$ cat config.mk
export PLATFORM = sky130hd
export DESIGN_NAME = coarse_interval_averager_flat
export DESIGN_NICKNAME = d
export VERILOG_FILES = /design/src/rtl/coarse_interval_averager_if.sv /design/src/rtl/coarse_interval_averager.sv /design/src/flat_wrapper.sv
export SDC_FILE = /design/constraint.sdc
export NUM_CORES = 1
export LEC_CHECK = 0
export CORE_ASPECT_RATIO = 1.2
export CORE_MARGIN = 2
export CORE_UTILIZATION = 57
export CTS_CLUSTER_SIZE = 24
export DETAILED_ROUTE_END_ITERATION = 7
export PLACE_DENSITY = 0.81
export REMOVE_ABC_BUFFERS = 1
export SYNTH_ARGS = -nofsm -noshare
export SYNTH_HDL_FRONTEND = slang
export SYNTH_SLANG_ARGS = --single-unit
$ cat constraint.sdc
create_clock -name clk -period 2.85 [get_ports clk]
set_input_delay 0.57 -clock clk [delete_from_list [all_inputs] [get_ports clk]]
set_output_delay 0.57 -clock clk [all_outputs]
set_load 0.02 [all_outputs]
$ cat src/rtl/coarse_interval_averager_if.sv
// Sample-in / batch-result-out signal bundle for the coarse interval averager.
// The averager uses the slave modport and the sample source/readout side uses master.
interface coarse_interval_averager_if #(
  parameter int DATA_W = 16
);
  logic              in_valid;
  logic [DATA_W-1:0] in_data;
  logic              clear;
  logic              out_valid;
  logic              out_ready;
  logic [DATA_W-1:0] out_mean;
  logic [DATA_W-1:0] out_min;
  logic [DATA_W-1:0] out_max;
  logic              overrun;

  modport master (
    output in_valid, in_data, clear, out_ready,
    input  out_valid, out_mean, out_min, out_max, overrun
  );

  modport slave (
    input  in_valid, in_data, clear, out_ready,
    output out_valid, out_mean, out_min, out_max, overrun
  );
endinterface

$ cat src/rtl/coarse_interval_averager.sv
// Batches 2**LOG2_N coarse-counter intervals and reports the truncated mean, minimum and maximum.
// Samples that arrive while a result waits for readout are dropped and flagged by sticky overrun.
module coarse_interval_averager #(
  parameter int DATA_W = 16,
  parameter int LOG2_N = 4
) (
  input  logic                    clk,
  input  logic                    reset,
  coarse_interval_averager_if.slave bus
);
  localparam int ACC_W = DATA_W + LOG2_N;

  localparam logic [1:0] S_IDLE  = 2'd0;
  localparam logic [1:0] S_ACCUM = 2'd1;
  localparam logic [1:0] S_HOLD  = 2'd2;

  localparam logic [LOG2_N:0] C_ONE  = (LOG2_N+1)'(1);
  localparam logic [LOG2_N:0] C_LAST = (LOG2_N+1)'((1 << LOG2_N) - 1);

  logic [1:0]        r_state;
  logic [ACC_W-1:0]  r_acc;
  logic [LOG2_N:0]   r_cnt;
  logic [DATA_W-1:0] r_run_min;
  logic [DATA_W-1:0] r_run_max;
  logic              r_out_valid;
  logic [DATA_W-1:0] r_out_mean;
  logic [DATA_W-1:0] r_out_min;
  logic [DATA_W-1:0] r_out_max;
  logic              r_overrun;

  logic [ACC_W-1:0]  w_in_ext;
  logic [ACC_W-1:0]  w_sum;
  logic [DATA_W-1:0] w_min_next;
  logic [DATA_W-1:0] w_max_next;

  assign w_in_ext   = {{LOG2_N{1'b0}}, bus.in_data};
  assign w_sum      = r_acc + w_in_ext;
  assign w_min_next = (bus.in_data < r_run_min) ? bus.in_data : r_run_min;
  assign w_max_next = (bus.in_data > r_run_max) ? bus.in_data : r_run_max;

  always_ff @(posedge clk) begin
    if (reset || bus.clear) begin
      r_state     <= S_IDLE;
      r_acc       <= '0;
      r_cnt       <= '0;
      r_run_min   <= '1;
      r_run_max   <= '0;
      r_out_valid <= 1'b0;
      r_out_mean  <= '0;
      r_out_min   <= '0;
      r_out_max   <= '0;
      r_overrun   <= 1'b0;
    end else begin
      case (r_state)
        S_IDLE: begin
          if (bus.in_valid) begin
            r_acc     <= w_in_ext;
            r_run_min <= bus.in_data;
            r_run_max <= bus.in_data;
            r_cnt     <= C_ONE;
            r_state   <= S_ACCUM;
          end
        end
        S_ACCUM: begin
          if (bus.in_valid) begin
            r_acc     <= w_sum;
            r_run_min <= w_min_next;
            r_run_max <= w_max_next;
            r_cnt     <= r_cnt + C_ONE;
            // The Nth sample is folded straight into the published result.
            if (r_cnt == C_LAST) begin
              r_out_mean  <= w_sum[ACC_W-1:LOG2_N];
              r_out_min   <= w_min_next;
              r_out_max   <= w_max_next;
              r_out_valid <= 1'b1;
              r_state     <= S_HOLD;
            end
          end
        end
        S_HOLD: begin
          if (bus.out_ready) begin
            r_out_valid <= 1'b0;
            if (bus.in_valid) begin
              r_acc     <= w_in_ext;
              r_run_min <= bus.in_data;
              r_run_max <= bus.in_data;
              r_cnt     <= C_ONE;
              r_state   <= S_ACCUM;
            end else begin
              r_acc     <= '0;
              r_run_min <= '1;
              r_run_max <= '0;
              r_cnt     <= '0;
              r_state   <= S_IDLE;
            end
          end else if (bus.in_valid) begin
            r_overrun <= 1'b1;
          end
        end
        default: begin
          r_state <= S_IDLE;
        end
      endcase
    end
  end

  assign bus.out_valid = r_out_valid;
  assign bus.out_mean  = r_out_mean;
  assign bus.out_min   = r_out_min;
  assign bus.out_max   = r_out_max;
  assign bus.overrun   = r_overrun;
endmodule

$ cat src/flat_wrapper.sv
// flat-port wrapper written by rule: the top's interface ports become plain ports
module coarse_interval_averager_flat 
#(
  parameter int DATA_W = 16,
  parameter int LOG2_N = 4
)
  (clk, reset, bus_in_valid, bus_in_data, bus_clear, bus_out_ready, bus_out_valid, bus_out_mean, bus_out_min, bus_out_max, bus_overrun);
  coarse_interval_averager_if #(.DATA_W(DATA_W)) bus_i ();
  input  logic clk;
  input  logic reset;
  input wire logic [$bits(bus_i.in_valid)-1:0] bus_in_valid;
  input wire logic [$bits(bus_i.in_data)-1:0] bus_in_data;
  input wire logic [$bits(bus_i.clear)-1:0] bus_clear;
  input wire logic [$bits(bus_i.out_ready)-1:0] bus_out_ready;
  output wire logic [$bits(bus_i.out_valid)-1:0] bus_out_valid;
  output wire logic [$bits(bus_i.out_mean)-1:0] bus_out_mean;
  output wire logic [$bits(bus_i.out_min)-1:0] bus_out_min;
  output wire logic [$bits(bus_i.out_max)-1:0] bus_out_max;
  output wire logic [$bits(bus_i.overrun)-1:0] bus_overrun;
  assign bus_i.in_valid = bus_in_valid;
  assign bus_i.in_data = bus_in_data;
  assign bus_i.clear = bus_clear;
  assign bus_i.out_ready = bus_out_ready;
  assign bus_out_valid = bus_i.out_valid;
  assign bus_out_mean = bus_i.out_mean;
  assign bus_out_min = bus_i.out_min;
  assign bus_out_max = bus_i.out_max;
  assign bus_overrun = bus_i.overrun;
  coarse_interval_averager #(.DATA_W(DATA_W), .LOG2_N(LOG2_N)) u_core (.clk(clk), .reset(reset), .bus(bus_i));
endmodule
Yosys cells after proc, flatten, opt, wreduce, memory -nomap -nowiden. Cells that the tools add are included.

$add $sub $neg: 2. Order comparisons: 2. Eq/ne operators: 7. Muxes and demuxes: 31. Bitwise logic cells: 1. Reduce and logical (&&, ||, !) cells: 9.

Operator list (number): 16-bit two-way mux (10); 16-bit one-hot mux with 3 select lines (2); 20-bit two-way mux (3); 20-bit one-hot mux with 3 select lines (1); 20-bit by 16-bit adder with 20-bit output (1); 16-bit > comparator (1); 16-bit less-than comparator (1); 5-bit two-way mux (3); 5-bit one-hot mux with 3 select lines (1); 4-bit AND reduction (3); 2-bit two-way mux (4); 2-bit != test (second input constant) (3); 2-bit one-hot mux with 3 select lines (1); 3-bit AND reduction (2); 5-bit by 1-bit adder with 5-bit output (second input constant) (1); 5-bit by 4-bit == test with 1-bit output (second input constant) (1); 1-bit two-way mux (5); 3-bit nonzero test (1); 2-bit by 1-bit == test with 1-bit output (second input constant) (1); 2-bit == test (second input constant) (1); 2-bit zero test (1); 2-bit by 1-bit != test with 1-bit output (second input constant) (1); 1-bit one-hot mux with 2 select lines (1); 2-bit nonzero test (1); 2 further kinds (2).

Register bits after elaboration: 109. Input port bits: 21. Output and inout bits: 50. Logic and storage cells: 62.

Depth between registers and ports, before layout.
Depth after elaboration: 4. Mapped depth: 11. Depth with buffers taken out: 10.

Worst setup path after synthesis. Ideal clock, no wire load.

Kind: input to register. From: input bus_in_data[0]. To: register u_core.r_acc[14]. Library setup time: 0.116 ns. Arrival: 2.381 ns. Required time: 2.734 ns. Path slack: 0.352 ns. Stages on the path: 10. Path buffers: 0. Path through: ha_1 inv_1 fa_1 nand2b_1 a21oi_1 o21ai_0 a31o_2 a311oi_1 o21ai_0 o211a_1.

Word-level cells in the longest chain between the ends: 3.

Ends and longest elaborated chain: start, declared (line flat_wrapper.sv:12) `input wire logic [$bits(bus_i.in_data)-1:0] bus_in_data;`; 20-bit by 16-bit adder with 20-bit output (line coarse_interval_averager.sv:37) `assign w_sum = r_acc + w_in_ext;`; 20-bit two-way mux (line coarse_interval_averager.sv:65) `if (bus.in_valid) begin`; 20-bit one-hot mux with 3 select lines (line coarse_interval_averager.sv:54) `case (r_state)`; end signal, assigned (line coarse_interval_averager.sv:57) `r_acc <= w_in_ext;`; end signal, assigned (line coarse_interval_averager.sv:66) `r_acc <= w_sum;`; end signal, assigned (line coarse_interval_averager.sv:84) `r_acc <= w_in_ext;`; end, declared (line coarse_interval_averager.sv:21) `logic [ACC_W-1:0] r_acc;`.

No other way between the ends. The select of a mux whose other input is x is not followed. A chain may end at the register's enable or synchronous reset.

Worst setup path in the final report.
From: input bus_in_data[3]. To: register u_core.r_acc[8].

The elaborated chain is that of the path after synthesis.

==> results_dict.tcl <==
set metrics [dict create \
    io_buffers 70 \
    p_switching_mw 1.04 \
    synthTopCellsByCount "109 x dfxtp_1, 92 x o21ai_0, 91 x a21oi_1" \
    power.leakage_nw 3.71 \
    die_w_um 101 \
    grt_pass1_vias 6520 \
    cts_buffers 9 \
    critPathArrivalTime_ns 2.98 \
    path_clk_slew_ns 0.07 \
    sw_frac_of_total_pct 28.1 \
    syn_area_um2 6410 \
    nets 1008 \
    finalInstanceArea_um2 8330 \
    grt-ovfl-total 0 \
    n_fill_cell 767 \
    core_um2 11000 \
    hold_violations 0 \
    synth_cell_type_count 53 \
    grt.total_usage_pct 31.8 \
    yosysMostFrequentCell "dfxtp_1" \
    crit_fanout 5 \
    via_per_inst 6.35 \
    cts_tree "yes" \
    tightest_slew_ns 0.679 \
    wl_mm 19.7 \
    required_ns 3.08 \
    dieArea_um2 12100 \
    fp.dieH_um 120 \
    timing.hold.ws_ns 0.458 \
    initial_core_util_pct 58.4 \
    vdd_drop_max_v 0.000308 \
    min_period_over_period_pct 96.8 \
    diodes 0 \
    yosys.area.top_type "dfxtp_1" \
    ctsLongestPathBuffers 2 \
    dp_hpwl_mm 13.4 \
    status "finished, final reports clean" \
    h-tree-depth 3 \
    synth.avg_cell_area_um2 7.90 \
    p_int_mw 2.66 \
    drtPass1Iterations 5 \
    clkLatencyLatePin_ns 0.35 \
    num_rows 42 \
    powerDensity_nw_per_um2 443 \
    synth_edf_count 0 \
    synthArstFlopShare_pct 0 \
    finalCriticalPeriod_ns 2.76 \
    synth-seq-cells 109 \
    drt_iter0_drc 575 \
    area_delta_synth_final_pct 30.0 \
    worstSetupPathType "input port to flop" \
    ctsHoldBuffers 0 \
    power_mw 3.69 \
    clkPwrFrac_pct 36.3 \
    worstSetupEndpointType "flop" \
    start_kind "input port" \
    yosys_warnings 0 \
    seqPwrFrac_pct 43.0 \
    post_dp_cell_area_um2 7800 \
    slew_headroom_pct 54.6 \
    synth_ff_type "dfxtp_1" \
    wl_per_cell_um 18.5 \
    hold_class "flop to flop" \
    slew_viol_final 0 \
    max_freq_ghz 0.363 \
    p_comb_share_pct 20.7 \
    drive_gt1_share_pct 15.0 \
    grt_max_degree 83 \
    vias 6779 \
    cts_root_buf "clkbuf_16" \
    skew_ns 0.00668 \
    yosys.area.top_type_share_pct 34.0 \
    cts.sinks 109 \
    netlist_instances 811 \
    gp_congestion 0.910 \
    grt_pass1_wl_mm 30.9 \
    seq_area_frac_synth_pct 34.0 \
    io_pins 71 \
    rsz0062_at_grt "no" \
    drv_cap 0 \
    final_antenna_net_count 0 \
    drc_errors 0 \
    antenna_found_initial 0 \
    setup_viol 0 \
    synth_area_leaders "dfxtp_1 34%, ha_1 11%, o21ai_0 7.2%" \
]
## flip-flops by register name, summed over array words and instances, names as in the netlist
name                  flops
u_core.bus.out_max       16
u_core.bus.out_mean      16
u_core.bus.out_min       16
u_core.bus.out_valid      1
u_core.bus.overrun        1
u_core.r_acc             20
u_core.r_cnt              5
u_core.r_run_max         16
u_core.r_run_min         16
u_core.r_state            2
## through the flow
stage	worst slack [ns]	util (%)	setup TNS [ns]	std cells
floorplan	-0.987	-	-31.89	758
detailed placement	-0.421	71.0	-20.32	1050
global route	0.00198	75.8	0	1067
CTS	-0.0162	73.9	-0.0770	1064
finish	0.0917	75.8	0	1067
global placement	-0.395	71.0	-16.29	1050
## cells by family after synthesis
logic type                 Yosys count  synth area share, %
adders and majority gates           55                 10.9
xor gates and xnor gates             9                 1.23
muxes                               19                 2.97
and+or+nand+nor                    225                 16.6
buffers and inverters               94                 5.72
DFF                                109                 34.0
AOI/OAI and AO/OA                  300                 28.6
## final cells by class
cell class	instances	area [um2]	share of cell area [%]
repair buffers	163	1500	17.9
clock inverters	5	77.6	0.931
well taps	132	165	1.98
flip-flops and latches	109	2180	26.2
clock buffers	9	225	2.70
multi-input cells	608	4030	48.4
inverters	41	154	1.85
## critical path, cell delays in order
cell and delay, ns:
clkdlybuf4s50_1 0.43, ha_1 0.38, o211ai_1 0.31, a21oi_4 0.06, buf_4 0.14, a211o_1 0.27, a21o_1 0.19, a21oi_1 0.19
buf_4 0.15, mux2i_1 0.19, o21ai_0 0.10
## per-layer routing
metal | global-route usage [%] | routed length, um | vias to the layer above
met2 | 53.8 | 9830 | 326
met3 | 4.02 | 1210 | 53
li1 | - | - | 3194
met4 | 16.4 | 603 | 0
met1 | 39.1 | 8060 | 3206
met5 | 0 | 0 | -
## layout by cell type, fill, tap and decap left out, types with 4 or more instances in the layout
master,netlist,layout
o311ai_0,11,9
a221oi_1,4,4
and3_1,11,10
a211oi_1,22,20
a31oi_1,13,12
o211a_1,13,13
clkdlybuf4s50_1,0,61
dlymetal6s2s_1,0,9
or4_1,6,6
nor2_1,49,48
nand2b_1,7,6
a2bb2oi_1,4,4
mux2i_4,0,4
dfxtp_1,109,109
inv_1,41,41
nor2b_1,8,8
xor2_1,6,6
o21ai_0,92,90
buf_4,1,86
o22ai_1,4,4
nor3_1,8,7
nand2_1,78,78
ha_1,54,51
clkbuf_16,0,10
a21o_1,11,11
o21ai_1,11,12
mux2i_1,19,12
nand4_1,8,8
a21oi_1,91,88
and2_1,4,4
nand3_1,36,36
## what timing repair did
action	in CTS	in global routing
gates resized for setup	3	40
setup buffers	0	2
endpoints found under the setup margin	9	63
gates cloned	0	1
pin swaps	0	7
hold endpoints to repair	0	0
## power by group through the flow
stage	Combinational (mW)	Sequential [mW]	Clock [mW]
final	0.765	1.59	1.34
after global routing	0.827	1.59	1.40
after CTS	0.703	1.58	1.34
after detailed placement	0.689	1.62	0
after global placement	0.666	1.62	0
after floorplan	0.381	1.61	0
## final timing paths
path / depth (start not counted) / endpoint / slack, ns / start
setup reg to reg: 10 / u_core.bus.out_max[11] / 0.27 / u_core.r_run_max[15]
hold reg to reg: 2 / u_core.bus.out_mean[1] / 0.46 / u_core.bus.out_mean[1]
hold / removal: 2 / u_core.bus.out_mean[1] / 0.46 / u_core.bus.out_mean[1]
setup / recovery: 11 / u_core.r_acc[8] / 0.09 / bus_in_data[3]
(Power assumes the default switching activity.)
